## config.mk

```make
export PLATFORM = sky130hd
export DESIGN_NAME = division_unit_flat
export DESIGN_NICKNAME = d
export VERILOG_FILES = /design/src/rtl/division_pkg.sv /design/src/rtl/division_unit_if.sv /design/src/rtl/division_step.sv /design/src/rtl/division_unit.sv /design/src/flat_wrapper.sv
export SDC_FILE = /design/constraint.sdc
export NUM_CORES = 1
export LEC_CHECK = 0
export BUFFER_PORTS_ARGS = -buffer_cell sky130_fd_sc_hd__buf_4
export CORE_MARGIN = 8
export CORE_UTILIZATION = 52
export CTS_CLUSTER_SIZE = 40
export DETAILED_ROUTE_END_ITERATION = 16
export PLACE_DENSITY_LB_ADDON = 0.12
export SYNTH_ARGS = -nofsm -noshare
export SYNTH_HDL_FRONTEND = slang
export SYNTH_SLANG_ARGS = --single-unit
```

## constraint.sdc

```tcl
create_clock -name clk -period 5.3 [get_ports clk]
set_input_delay 0.795 -clock clk [delete_from_list [all_inputs] [get_ports clk]]
set_output_delay 0.795 -clock clk [all_outputs]
set_load 0.01 [all_outputs]
```

## src/rtl/division_pkg.sv

```systemverilog
// division_pkg: shared types and constants for the sequential restoring divider.
// Contents: FSM state enum, default operand width, counter-width helper.
package division_pkg;
    typedef enum logic [1:0] {IDLE, RUN, DONE} state_t;
    localparam int DEF_WIDTH = 16;
    function automatic int cnt_width(input int w);
        return $clog2(w + 1);
    endfunction
    localparam int CNT_W = cnt_width(DEF_WIDTH);
endpackage

```

## src/rtl/division_unit_if.sv

```systemverilog
// division_unit_if: request/result bundle between the ALU sequencer and the divider.
// Signals: start, A (dividend), B (divisor) from master; busy, done, Res (quotient),
// remainder (WIDTH+1 bits, zero-extended), div_by_zero from slave.
interface division_unit_if
    import division_pkg::*;
#(
    parameter int WIDTH = DEF_WIDTH
);
    logic             start;
    logic [WIDTH-1:0] A;
    logic [WIDTH-1:0] B;
    logic             busy;
    logic             done;
    logic [WIDTH-1:0] Res;
    logic [WIDTH:0]   remainder;
    logic             div_by_zero;
    modport master (output start, A, B, input busy, done, Res, remainder, div_by_zero);
    modport slave  (input start, A, B, output busy, done, Res, remainder, div_by_zero);
endinterface

```

## src/rtl/division_step.sv

```systemverilog
// division_step: one combinational restoring-division iteration.
// Ports: prem (partial remainder in), bit_in (next dividend MSB), divisor,
// rem_out (partial remainder out), q (quotient bit).
module division_step #(
    parameter int WIDTH = 16
) (
    input  logic [WIDTH:0]   prem,
    input  logic             bit_in,
    input  logic [WIDTH-1:0] divisor,
    output logic [WIDTH:0]   rem_out,
    output logic             q
);
    logic [WIDTH+1:0] shifted;
    logic [WIDTH+1:0] diff;
    // One extra bit so the trial difference carries a clean sign bit.
    assign shifted = {prem, bit_in};
    assign diff    = shifted - {2'b00, divisor};
    assign q       = ~diff[WIDTH+1];
    assign rem_out = q ? diff[WIDTH:0] : shifted[WIDTH:0];
endmodule

```

## src/rtl/division_unit.sv

```systemverilog
// division_unit: sequential unsigned divider, one quotient bit per clock.
// Ports: clk, rst (async active-high), bus (division_unit_if slave: start/A/B in,
// busy/done/Res/remainder/div_by_zero out).
module division_unit
    import division_pkg::*;
#(
    parameter int WIDTH = DEF_WIDTH
) (
    input  logic                  clk,
    input  logic                  rst,
    division_unit_if.slave        bus
);
    localparam int CW = cnt_width(WIDTH);
    state_t           state;
    logic [CW-1:0]    cnt;
    logic [WIDTH-1:0] dq;
    logic [WIDTH-1:0] dv;
    logic [WIDTH:0]   prem;
    logic [WIDTH:0]   nrem;
    logic             qb;
    // dq holds the dividend; quotient bits shift in from the LSB as dividend bits leave the MSB.
    division_step #(.WIDTH(WIDTH)) u_step (
        .prem    (prem),
        .bit_in  (dq[WIDTH-1]),
        .divisor (dv),
        .rem_out (nrem),
        .q       (qb)
    );
    always_ff @(posedge clk or posedge rst) begin
        if (rst) begin
            state           <= IDLE;
            cnt             <= '0;
            dq              <= '0;
            dv              <= '0;
            prem            <= '0;
            bus.busy        <= 1'b0;
            bus.done        <= 1'b0;
            bus.Res         <= '0;
            bus.remainder   <= '0;
            bus.div_by_zero <= 1'b0;
        end else begin
            bus.done <= 1'b0;
            case (state)
                RUN: begin
                    prem <= nrem;
                    dq   <= {dq[WIDTH-2:0], qb};
                    cnt  <= cnt + 1'b1;
                    if (cnt == CW'(WIDTH - 1)) begin
                        state         <= DONE;
                        bus.busy      <= 1'b0;
                        bus.done      <= 1'b1;
                        bus.Res       <= {dq[WIDTH-2:0], qb};
                        bus.remainder <= nrem;
                    end
                end
                default: begin
                    if (bus.start) begin
                        dq   <= bus.A;
                        dv   <= bus.B;
                        prem <= '0;
                        cnt  <= '0;
                        if (bus.B == '0) begin
                            // Zero divisor short-circuits to a saturated quotient next cycle.
                            state           <= DONE;
                            bus.done        <= 1'b1;
                            bus.Res         <= '1;
                            bus.remainder   <= {1'b0, bus.A};
                            bus.div_by_zero <= 1'b1;
                        end else begin
                            state           <= RUN;
                            bus.busy        <= 1'b1;
                            bus.div_by_zero <= 1'b0;
                        end
                    end else begin
                        state <= IDLE;
                    end
                end
            endcase
        end
    end
endmodule

```

## src/flat_wrapper.sv

```systemverilog
// flat-port wrapper written by rule: the top's interface ports become plain ports
module division_unit_flat import division_pkg::*;
#(
    parameter int WIDTH = DEF_WIDTH
)
  (clk, rst, bus_start, bus_A, bus_B, bus_busy, bus_done, bus_Res, bus_remainder, bus_div_by_zero);
  division_unit_if #(.WIDTH(WIDTH)) bus_i ();
  input  logic clk;
  input  logic rst;
  input wire logic [$bits(bus_i.start)-1:0] bus_start;
  input wire logic [$bits(bus_i.A)-1:0] bus_A;
  input wire logic [$bits(bus_i.B)-1:0] bus_B;
  output wire logic [$bits(bus_i.busy)-1:0] bus_busy;
  output wire logic [$bits(bus_i.done)-1:0] bus_done;
  output wire logic [$bits(bus_i.Res)-1:0] bus_Res;
  output wire logic [$bits(bus_i.remainder)-1:0] bus_remainder;
  output wire logic [$bits(bus_i.div_by_zero)-1:0] bus_div_by_zero;
  assign bus_i.start = bus_start;
  assign bus_i.A = bus_A;
  assign bus_i.B = bus_B;
  assign bus_busy = bus_i.busy;
  assign bus_done = bus_i.done;
  assign bus_Res = bus_i.Res;
  assign bus_remainder = bus_i.remainder;
  assign bus_div_by_zero = bus_i.div_by_zero;
  division_unit #(.WIDTH(WIDTH)) u_core (.clk(clk), .rst(rst), .bus(bus_i));
endmodule
```

==> reports/qor.txt <==
Fin Setup TNS = 0 ns
IO Count = 71
RSZ-0062 raised after global routing = false
DRC = 0
Row cnt = 35
Seq/Total Area, Yosys = 47.7%
CTS Buf Count = 9
Clock latency on the worst-skew pair = 0.36 ns
Util after Layout = 61.7%
Hold path depth = 2
Drt via density = 5.75
CTS tree = built
CP arrival = 4.30 ns
Critical Path RT = 5.58 ns
Startpoint Class = input pin
Initial antenna violation count = 0
Met2 WL = 5.74 mm
Post-route ant nets = 0
Mapped cell area = 0.00482 mm^2
Final setup margin = 1.28 ns
Routed length on met1 = 5.36 mm
Total number of vias = 3802
Relative slew slack = 19.6%
Pin count of the biggest net entering global routing = 65
PD cells = 752 mW/mm^2
Port Buffers = 70
CTS-repair resized insts = 0
Reg2Reg Depth = 8
Total grt overflow = 0
Synth Warn # = 0
Clock root cell = clkbuf_8
Post-synth ARST share = 100%
Clk sink count = 92
Status = finished, final reports clean
Mapped Nets = 541
Detailed Route WL = 11.8 mm
Setup bufs post-CTS = 0
Clk buf depth = 2
Main flop type after synthesis = dfrtp_1
Post-CTS Hold Fix Bufs = 0
Starting Density = 53.0%
Maximum level of the CTS H-tree = 3
Share of cells above drive strength 1 = 21.1%
Pins Over Slew Limit = 0
Vias in the first global route = 3917
Post-synth EDFFs = 0
WL/cell = 17.8 um
Chip width = 112 um
Final setup vio count = 0
Worst min-delay path category = flop to flop
Post-synth cell types = 53
Placer Congestion = 0.853
CP endpoint kind = flop
Clock transition at path regs = 0.09 ns
Post-synthesis register bit count = 92
Leakage = 2.65 nW
Worst Path Max Fanout = 41
Maxcap violations = 0
Worst Path Class, Setup = input pin to flop
Post-DP HPWL = 8.61 mm
Most frequent cells in the layout = 92 x dfrtp_1, 73 x buf_4, 53 x nor2_1, 52 x a21oi_1, 32 x o21ai_0
Initial DRT Pass Iterations = 8
Worst-margin pin slew = 1.20 ns
Area delta synth->final = 16.5%
Tot Pwr = 4.23 mW
Routed length on met3 = 465 um
Crit share post-route = 75.8%
Syn Area/Cell = 9.90 um^2
Fmax achieved = 249 MHz
First-pass GRT wire length = 19.2 mm
NumNets Final = 599
Final min period = 4.02 ns
Die Height = 112 um
Top sig layer = met4
Worst slack, placed = 1.04 ns
Aggregate global-route resource usage = 18.8%
N_diodes = 0
Peak supply drop = 0.399 mV
Core Region = 0.00911 mm^2
Die area = 0.0126 mm^2
Leading cell type in the layout, fill and taps excluded = dfrtp_1
Setup Skew = 0.0101 ns
Drt initial violations = 236
Hold Vio Cnt, Final = 0
Syn Inst Count = 487
-- cell type report --
type	instances	area (um^2)
clock buffers	9	124
fillers	798	3490
clock inverters	7	98.8
repair buffers	73	548
well taps	111	139
inverters	24	91.3
flip-flops and latches	92	2300
multi-input cells	345	2310
-- per-stage QoR --
stage	hold slack, ns	cell area (um^2)	cells
floorplan	0.465	4820	487
global placement	0.461	5400	645
detailed placement	0.471	5400	645
CTS	0.492	5620	661
global route	0.523	5620	661
finish	0.491	5620	661
-- synth_stat cells (2+ instances only) --
library cell   n  area share (%)
o21a_1         5            0.78
a22o_1         2            0.36
dfrtp_1       92              48
mux2_2        17             4.0
mux2i_1       30             6.2
ha_1          18             4.7
a22oi_1        8             1.2
xor2_1         6             1.1
nand3_1        8            0.83
a21oi_2        2            0.36
xnor2_1        8             1.5
o21ai_0       32             3.3
nor2_1        53             4.1
nand3b_1       5            0.78
a21oi_1       52             5.4
inv_1         24             1.9
and3_1         2            0.26
a31oi_1        3            0.39
clkbuf_1      20             1.6
nor4_1         5            0.65
nand2_1       29             2.3
or3_1          3            0.39
o21ai_1        8            0.83
nand2b_1       5            0.65
a21o_1         9             1.4
a211o_1        2            0.36
o22ai_1        7            0.91
nor2b_1        3            0.39
buf_4          2            0.31
buf_2          2            0.21
nor3_1         3            0.31
-- worst paths after layout --
path	from	end	slack, ns
max	bus_B[0]	u_core.bus.remainder[11]$_DFFE_PP0P_	1.28
min reg2reg	u_core.bus.busy$_DFFE_PP0P_	u_core.bus.busy$_DFFE_PP0P_	0.49
max in group asynchronous	rst	u_core.dv[12]$_DFFE_PP0P_	3.59
max reg2reg	u_core.cnt[0]$_DFFE_PP0P_	u_core.bus.remainder[12]$_DFFE_PP0P_	1.88
min	u_core.bus.busy$_DFFE_PP0P_	u_core.bus.busy$_DFFE_PP0P_	0.49
min in group asynchronous	rst	u_core.dq[9]$_DFFE_PP0P_	0.54
-- state kept, by name, summed over array words and instances (netlist names) --
name and flops:
u_core.dv 16, u_core.state 2, u_core.bus.remainder 17, u_core.bus.done 1, u_core.bus.busy 1, u_core.cnt 5
u_core.bus.Res 16, u_core.prem 17, u_core.bus.div_by_zero 1, u_core.dq 16
-- routing by layer --
metal	GRT usage, %	up-vias
met3	3.44	17
li1	-	1843
met2	30.3	91
met4	7.28	0
met5	0	-
met1	24.7	1851
-- worst max-delay path, stage by stage --
cell	delay, ns
buf_4	0.11
nor4_1	0.55
nand4_1	0.33
nor2_1	0.70
nor2_1	0.44
inv_1	0.98
o32ai_1	0.22
a21oi_1	0.17
-- power by group --
part / internal [mW] / total, mW / switching, mW
clock: 0.268 / 0.529 / 0.260
sequential: 1.03 / 1.24 / 0.218
combinational: 1.08 / 2.45 / 1.37
total: 2.38 / 4.23 / 1.85
-- cells by family (layout without fill, tap and decap cells) --
family	after synthesis	in the layout	synth area share [%]
buffers and inverters	50	113	4.33
multiplexers	47	47	10.2
AO/OA/AOI/OAI	142	142	17.9
AND/OR/NAND/NOR	122	122	11.7
flip-flops	92	92	47.7
XOR/XNOR	15	15	3.11
adder cells (fa/ha/maj)	19	19	5.08
(Power assumes the default switching activity.)
